[src/rtl/puf_resample_pkg.sv]
// Shared constants for the 5:4 PUF-to-USRP linear-interpolation resampler:
// phase encoding, per-phase Q1.15 weight table and rounding constants.
package puf_resample_pkg;

   typedef enum logic [2:0] {
      PH0 = 3'd0,
      PH1 = 3'd1,
      PH2 = 3'd2,
      PH3 = 3'd3,
      PH4 = 3'd4
   } phase_e;

   localparam int WGT_W     = 17;
   localparam int Q15_ROUND = 16384;
   localparam int Q15_SHIFT = 15;

   typedef struct packed {
      logic [WGT_W-1:0] wp;
      logic [WGT_W-1:0] wc;
      logic             no_out;
   } weight_t;

   // Output positions 0, 1.25, 2.5, 3.75 fall inside phases 0, 2, 3, 4; phase 1 has none.
   localparam weight_t WEIGHT_TBL [0:4] = '{
      '{17'd0,     17'd32768, 1'b0},
      '{17'd0,     17'd0,     1'b1},
      '{17'd24576, 17'd8192,  1'b0},
      '{17'd16384, 17'd16384, 1'b0},
      '{17'd8192,  17'd24576, 1'b0}
   };

   localparam weight_t TLAST_WEIGHT = '{wp: 17'd0, wc: 17'd32768, no_out: 1'b0};

   function automatic weight_t weight_of(input phase_e ph, input logic last);
      weight_t w;
      case (ph)
         PH0:     w = WEIGHT_TBL[0];
         PH1:     w = WEIGHT_TBL[1];
         PH2:     w = WEIGHT_TBL[2];
         PH3:     w = WEIGHT_TBL[3];
         PH4:     w = WEIGHT_TBL[4];
         default: w = WEIGHT_TBL[0];
      endcase
      // A packet ending on the silent phase still emits its final sample.
      if (w.no_out && last) w = TLAST_WEIGHT;
      return w;
   endfunction

endpackage

[src/rtl/lerp_q15.sv]
// Two-stage weighted sum for one signed component: products registered,
// then sum + round + >>>15 registered.
module lerp_q15
   import puf_resample_pkg::*;
#(
   parameter int DATA_WIDTH = 16
) (
   input  logic                         clk,
   input  logic                         reset,
   input  logic                         en,
   input  logic signed [DATA_WIDTH-1:0] prev,
   input  logic signed [DATA_WIDTH-1:0] cur,
   input  logic        [WGT_W-1:0]      wp,
   input  logic        [WGT_W-1:0]      wc,
   output logic signed [DATA_WIDTH-1:0] y
);

   localparam int PW = DATA_WIDTH + WGT_W + 1;
   localparam int SW = PW + 1;

   logic signed [PW-1:0]         prod_prev_p1_d, prod_prev_p1_q;
   logic signed [PW-1:0]         prod_cur_p1_d,  prod_cur_p1_q;
   logic signed [DATA_WIDTH-1:0] y_p2_d,         y_p2_q;

   // Convex weights keep the result inside the input range, so truncation is safe.
   function automatic logic signed [DATA_WIDTH-1:0] round_q15(
      input logic signed [PW-1:0] a,
      input logic signed [PW-1:0] b
   );
      logic signed [SW-1:0] s;
      s = SW'(a) + SW'(b) + SW'(Q15_ROUND);
      return DATA_WIDTH'(s >>> Q15_SHIFT);
   endfunction

   always_comb begin
      prod_prev_p1_d = PW'(prev) * PW'($signed({1'b0, wp}));
      prod_cur_p1_d  = PW'(cur)  * PW'($signed({1'b0, wc}));
      y_p2_d         = round_q15(prod_prev_p1_q, prod_cur_p1_q);
   end

   // stage p1: products, stage p2: rounded sum
   always_ff @(posedge clk) begin
      if (!reset) begin
         prod_prev_p1_q <= '0;
         prod_cur_p1_q  <= '0;
         y_p2_q         <= '0;
      end else if (en) begin
         prod_prev_p1_q <= prod_prev_p1_d;
         prod_cur_p1_q  <= prod_cur_p1_d;
         y_p2_q         <= y_p2_d;
      end
   end

   assign y = y_p2_q;

endmodule

[src/rtl/puf2usrp.sv]
// 5:4 linear-interpolation resampler from PUF rate to USRP rate on an
// AXI-Stream style I/Q interface, two-cycle latency.
module puf2usrp
   import puf_resample_pkg::*;
#(
   parameter int DATA_WIDTH = 16
) (
   input  logic                    clk,
   input  logic                    reset,
   input  logic                    in_tvalid,
   output logic                    in_tready,
   input  logic                    in_tlast,
   input  logic [2*DATA_WIDTH-1:0] in_tdata,
   output logic                    out_tvalid,
   input  logic                    out_tready,
   output logic                    out_tlast,
   output logic [2*DATA_WIDTH-1:0] out_tdata
);

   localparam int W = DATA_WIDTH;

   phase_e           phase_d, phase_q;
   logic [2*W-1:0]   prev_d, prev_q;
   logic             vld_p1_d, vld_p1_q, last_p1_d, last_p1_q;
   logic             vld_p2_d, vld_p2_q, last_p2_d, last_p2_q;
   logic             en, accept;
   weight_t          w;
   logic signed [W-1:0] y_i, y_q;

   always_comb begin
      // The whole pipeline advances together; reset also counts as "ready".
      en        = ~vld_p2_q | out_tready | ~reset;
      accept    = in_tvalid & en;
      w         = weight_of(phase_q, in_tlast);

      phase_d   = phase_q;
      prev_d    = prev_q;
      vld_p1_d  = vld_p1_q;
      last_p1_d = last_p1_q;
      vld_p2_d  = vld_p2_q;
      last_p2_d = last_p2_q;

      if (en) begin
         vld_p1_d  = accept & ~w.no_out;
         last_p1_d = accept & in_tlast;
         vld_p2_d  = vld_p1_q;
         last_p2_d = last_p1_q;
      end

      if (accept) begin
         if (in_tlast) begin
            phase_d = PH0;
            prev_d  = '0;
         end else begin
            prev_d  = in_tdata;
            phase_d = (phase_q == PH4) ? PH0 : phase_e'(phase_q + 3'd1);
         end
      end
   end

   always_ff @(posedge clk) begin
      if (!reset) begin
         phase_q   <= PH0;
         prev_q    <= '0;
         vld_p1_q  <= 1'b0;
         last_p1_q <= 1'b0;
         vld_p2_q  <= 1'b0;
         last_p2_q <= 1'b0;
      end else begin
         phase_q   <= phase_d;
         prev_q    <= prev_d;
         vld_p1_q  <= vld_p1_d;
         last_p1_q <= last_p1_d;
         vld_p2_q  <= vld_p2_d;
         last_p2_q <= last_p2_d;
      end
   end

   lerp_q15 #(.DATA_WIDTH(W)) u_lerp_i (
      .clk   (clk),
      .reset (reset),
      .en    (en),
      .prev  (prev_q[2*W-1:W]),
      .cur   (in_tdata[2*W-1:W]),
      .wp    (w.wp),
      .wc    (w.wc),
      .y     (y_i)
   );

   lerp_q15 #(.DATA_WIDTH(W)) u_lerp_q (
      .clk   (clk),
      .reset (reset),
      .en    (en),
      .prev  (prev_q[W-1:0]),
      .cur   (in_tdata[W-1:0]),
      .wp    (w.wp),
      .wc    (w.wc),
      .y     (y_q)
   );

   assign in_tready  = en;
   assign out_tvalid = vld_p2_q;
   assign out_tlast  = last_p2_q;
   assign out_tdata  = {y_i, y_q};

endmodule

[config.mk]
export PLATFORM = sky130hd
export DESIGN_NAME = puf2usrp
export DESIGN_NICKNAME = d
export VERILOG_FILES = /design/src/rtl/puf_resample_pkg.sv /design/src/rtl/lerp_q15.sv /design/src/rtl/puf2usrp.sv
export SDC_FILE = /design/constraint.sdc
export NUM_CORES = 1
export LEC_CHECK = 0
export CORE_ASPECT_RATIO = 1.1
export CORE_MARGIN = 4
export CORE_UTILIZATION = 50
export CTS_CLUSTER_SIZE = 16
export DETAILED_ROUTE_END_ITERATION = 7
export GPL_ROUTABILITY_DRIVEN = 0
export PLACE_DENSITY = 0.76
export SYNTH_ARGS = -nofsm -noshare
export SYNTH_HDL_FRONTEND = slang
export SYNTH_HIERARCHICAL = 1
export SYNTH_SLANG_ARGS = --single-unit
[constraint.sdc]
create_clock -name clk -period 10.28 [get_ports clk]
set_input_delay 1.028 -clock clk [delete_from_list [all_inputs] [get_ports clk]]
set_output_delay 1.028 -clock clk [all_outputs]
set_load 0.05 [all_outputs]
# Yosys cells after proc, flatten, opt, wreduce, memory -nomap -nowiden
# Index checks and enable logic that the tools add are counted.
word_totals:
  out_inout_bits: 35
  input_bits: 37
  wordCells: 39
  register_bits: 195
op_classes:
  n_mul: 4
  addsub: 5
  mux: 5
  bitwise_logic: 8
  eq_ne: 4
  reduce_logical: 1
ops:
  columns: ["op", "count"]
  rows:
  - ["33-bit one-hot mux with 4 select lines", 1]
  - ["16-bit by 18-bit multiplier with 31-bit output", 4]
  - ["31-bit by 16-bit adder with 31-bit output, second input constant", 2]
  - ["31-bit adder", 2]
  - ["35-bit two-way mux", 1]
  - ["32-bit two-way mux", 1]
  - ["3-bit by 2-bit equality test with 1-bit output, second input constant", 2]
  - ["3-bit two-way mux", 2]
  - ["3-bit by 1-bit adder with 3-bit output, second input constant", 1]
  - ["1-bit bitwise AND", 3]
  - ["3-bit by 1-bit equality test with 1-bit output, second input constant", 1]
  - ["3-bit equality test, second input constant", 1]
  - ["1-bit inverter", 3]
  - ["1-bit OR", 2]
  - ["1-bit logical AND", 1]

# Longest topological paths before layout
logic_depth:
  word_depth: 6
  mapped_depth: 28
  mapped_depth_nobuf: 26

# Modules after synthesis
# The synthesis kept the hierarchy.
modules_own_cells:
  columns: ["mod", "cells_per_inst", "area_per_inst_um2", "instances"]
  rows:
  - ["lerp_q15 (u_lerp_q)", 2527, 22177.5, 1]
  - ["lerp_q15 (u_lerp_i)", 2475, 21871.0, 1]
  - ["puf2usrp", 198, 1874.3, 1]

# Worst setup path after synthesis
# Ideal clock, no wire load.
synth_path:
  path_kind: "input port to flip-flop"
  startpoint: "input port in_tlast"
  endpoint: "register u_lerp_q.prod_cur_p1_q[25]"
  required_time_ps: 10189
  cell_stages: 23
  slack_ps: 2941
  path_buffers: 3
  arrival_ps: 7248
  path_cell_list: "buf_2 -> a21oi_1 -> o31a_1 -> a21oi_1 -> clkbuf_1 -> nand2_1 -> fa_1 -> inv_1 -> fa_1 -> fa_1 -> fa_1 -> fa_1 -> inv_1 -> fa_1 -> inv_1 -> ha_1 -> clkbuf_2 -> nand3_1 -> or4b_2 -> o21ai_1 -> a21oi_1 -> or3_1 -> a311oi_1"
synth_lines:
  columns: ["element", "line_no", "text"]
  rows:
  - ["from (decl)", "puf2usrp.sv:12", "input logic in_tlast,"]
  - ["to (signal assigned)", "lerp_q15.sv:49", "prod_cur_p1_q <= prod_cur_p1_d;"]
  - ["to (decl)", "lerp_q15.sv:22", "logic signed [PW-1:0] prod_cur_p1_d, prod_cur_p1_q;"]

==> summary.txt <==
CTS
  – Post-CTS Hold Fix Bufs: 0
  – Clock transition at the registers of the reported paths: 50 ps
  – Clock root buffer: clkbuf_16
  – Post-CTS setup buffers: 0
  – Total CTS buffers: 25
  – PostCTS Resize Cnt: 0
  – Clock Sink Count: 195
  – TritonCTS clock tree: built
  – Max Buffers Root-to-Sink: 3
  – Max H-tree Level: 4
  – Worst-skew pair later-pin latency: 520 ps

Floorplanning
  – Placement Rows: 116
  – DIE AREA: 96,800 µm²
  – I/O pins: 72
  – Starting density of the core: 0.505
  – Core area: 91,000 µm²
  – Die Width: around 300 µm
  – Die height: 326 µm

Timing
  – RSZ-0062 raised after global routing: false
  – Final Hold Viols: 0
  – F_max: 127 MHz
  – Pins Over Slew Limit: 0
  – Final setup fails: 0
  – Shortest period the worst path allows: 7890 ps
  – Period utilisation layout: 0.767
  – Setup_tns: 0 ps
  – Rel. slew slack: 0.332
  – Hold slack: 452 ps
  – Clock skew: 35.1 ps
  – Slew @ Worst Pin: roughly 1000 ps

Status
  – Status: finished, final reports clean

Routing
  – Antenna-violating nets left: 0
  – Avg Vias per Cell: approximately 5.2
  – Pre-antenna DRT Iters: 5
  – WL final: 109 mm
  – Top Metal Used: met5
  – Met2 Wirelength: 52.1 mm
  – DRC viols: 0
  – Drt initial violations: 2,159
  – DRT met1 WL: 47.2 mm
  – Vias: ~35,000
  – Routed length per instance: 16.2 µm
  – Routed wl met3: 6.83 mm

Logic synthesis
  – Top-area cell type share of the netlist area: 0.363
  – Flops & latches, synth: 195
  – Mapped cell area: 45,900 µm²
  – Avg Inst Size Synth: 8.83 µm²
  – Syn Inst Count: 5,200
  – Asr flop ratio synth: 0
  – Leading area contributor after synthesis: fa_1
  – Predominant post-synthesis flop cell: dfxtp_1
  – Sequential area share after synthesis: 0.0850
  – Yosys cell types: 95
  – EDFF count, synth: 0
  – Top cells by area, synth: fa_1, ha_1, inv_1, dfxtp_1, and2_1
  – Yosys synthesis warning count: 6

Layout
  – Share of post-route cells with drive strength above 1: 0.0208
  – Final instance area: 49,700 µm²
  – Layout Utilization: 0.547
  – Nets: 6,930
  – Synth-to-Final Area Change: 8.30%

Setup path
  – Crit end category: flop
  – Crit path launch: in_tlast
  – CP startpoint kind: input port
  – Worst Setup Path Type: in2reg
  – Worst r2r src: phase_q[1]$_SDFFE_PN0P_
  – Worst Path Arrival: roughly 8300 ps
  – Worst path required time: 10,640 ps
  – Worst-path maximum fanout: 37

Placed design
  – HPWL Detailed: between 80 and 90 mm
  – Dpl cell area: 49,000 µm²
  – Port buffer count: 71

Min path
  – Min-Delay Path Class: reg2reg
  – Hold_sp: u_lerp_i/prod_cur_p1_q[29]$_SDFFE_PN0P_

Global routing
  – Initial antenna violation count: 5
  – First-pass GRT wire length: 183 mm
  – Largest net degree at the start of global routing: 85
  – Vias in the first global route: 36,989
  – Grt ovf: 0
  – Overall global routing resource usage: 0.229

Power
  – Overall power: roughly 11 mW
  – Pleak: 26.3 nW
  – Worst vdd ir: 275 µV
  – PwrDens: 219 nW/µm²

Job
  – Maxcap violations: 0
## worst paths after layout
kind                                                                 to  slack, ps  cells past startpoint
worst max-delay path            u_lerp_i/prod_cur_p1_q[28]$_SDFFE_PN0P_       2390                     25
worst min-delay path            u_lerp_i/prod_cur_p1_q[29]$_SDFFE_PN0P_        450                      2
worst max register to register  u_lerp_i/prod_cur_p1_q[28]$_SDFFE_PN0P_       2910                     24
worst min register to register  u_lerp_i/prod_cur_p1_q[29]$_SDFFE_PN0P_        450                      2
## state kept, by name (all words and copies together), names as in the netlist
| signal | flops |
|---|---|
| u_lerp_q/y | 16 |
| vld_p1_q | 1 |
| last_p1_q | 1 |
| prev_q | 32 |
| u_lerp_q/prod_cur_p1_q | 31 |
| out_tvalid | 1 |
| out_tlast | 1 |
| u_lerp_i/y | 16 |
| u_lerp_q/prod_prev_p1_q | 31 |
| phase_q | 3 |
| u_lerp_i/prod_cur_p1_q | 31 |
| u_lerp_i/prod_prev_p1_q | 31 |
## kinds of logic after synthesis
group	after synthesis	synth area share
multiplexers	67	0.0146
XOR/XNOR	135	0.0257
AND/OR/NAND/NOR	1567	0.173
adder cells (fa/ha/maj)	1374	0.510
other	1	0.0000817
buffers and inverters	1290	0.107
flip-flops	195	0.0850
AO/OA/AOI/OAI	571	0.0835
## cell usage after synthesis (all sizes together), types with 37 or more instances
master	instances
inv	1077
fa	832
nand2	610
ha	542
and2	526
dfxtp	195
clkbuf	187
nor2	149
o21ai	143
a21oi	131
xnor2	96
a21o	73
mux2i	66
nand3	53
a21boi	42
nor2b	42
nand2b	41
xor2	39
nand4b	37
## layer usage
layer,GRT usage,up-vias
li1,-,16277
met1,0.308,17183
met2,0.390,1048
met3,0.0317,194
met4,0.0620,2
met5,0,-
## area by class of cell
cell class              count  area, µm²
diodes                      2       5.00
clock buffers              25        626
clock inverters             7        114
fillers                  8054      41300
inverters                1078       4050
multi-input cells        4116      38600
flip-flops and latches    195       3900
well taps                1180       1480
repair buffers            103        948
## stage by stage
step / worst slack [ps] / std cells
floorplan: 2940 / 5601
global placement: 2110 / 6672
detailed placement: 1980 / 6672
CTS: 2480 / 6704
global route: 2050 / 6704
finish: 2390 / 6706
## critical path: stages
cell	delay, ps
clkdlybuf4s50_1	450
buf_4	300
a21oi_1	160
o31a_1	140
a21oi_2	630
buf_4	350
nand2_1	110
fa_1	540
inv_1	50
fa_1	460
fa_1	500
fa_1	510
fa_1	500
inv_1	50
fa_1	470
inv_1	40
ha_1	340
and2_1	200
a32o_1	250
a31oi_1	220
and3_1	240
o31ai_1	90
a221oi_1	320
xor2_1	160
o21ai_0	80
## where the power goes
group / switching, mW / internal, mW
combinational: 5.11 / 3.80
sequential: 0.164 / 0.986
clock: 0.310 / 0.509
total: 5.59 / 5.30
## placed cells by master (no fill, tap or decap), drive strengths merged, types with 9 or more instances in the layout
| cell type | n |
|---|---|
| clkbuf | 25 |
| o22ai | 9 |
| and3 | 12 |
| clkdlybuf4s50 | 70 |
| a21oi | 131 |
| and2 | 526 |
| or3 | 18 |
| nor3 | 23 |
| nand2 | 610 |
| nor2b | 42 |
| o21bai | 19 |
| o21ai | 143 |
| conb | 402 |
| xor2 | 39 |
| o31ai | 14 |
| a21boi | 42 |
| a21o | 73 |
| fa | 832 |
| nand4 | 29 |
| xnor2 | 96 |
| o211ai | 17 |
| nor2 | 149 |
| nand2b | 41 |
| a31oi | 16 |
| mux2i | 66 |
| nand3 | 53 |
| buf | 33 |
| ha | 542 |
| inv | 1077 |
| nand4b | 37 |
| dfxtp | 195 |
| a211oi | 22 |
| o21a | 22 |
Note: power is estimated with default switching activity, not from simulation.
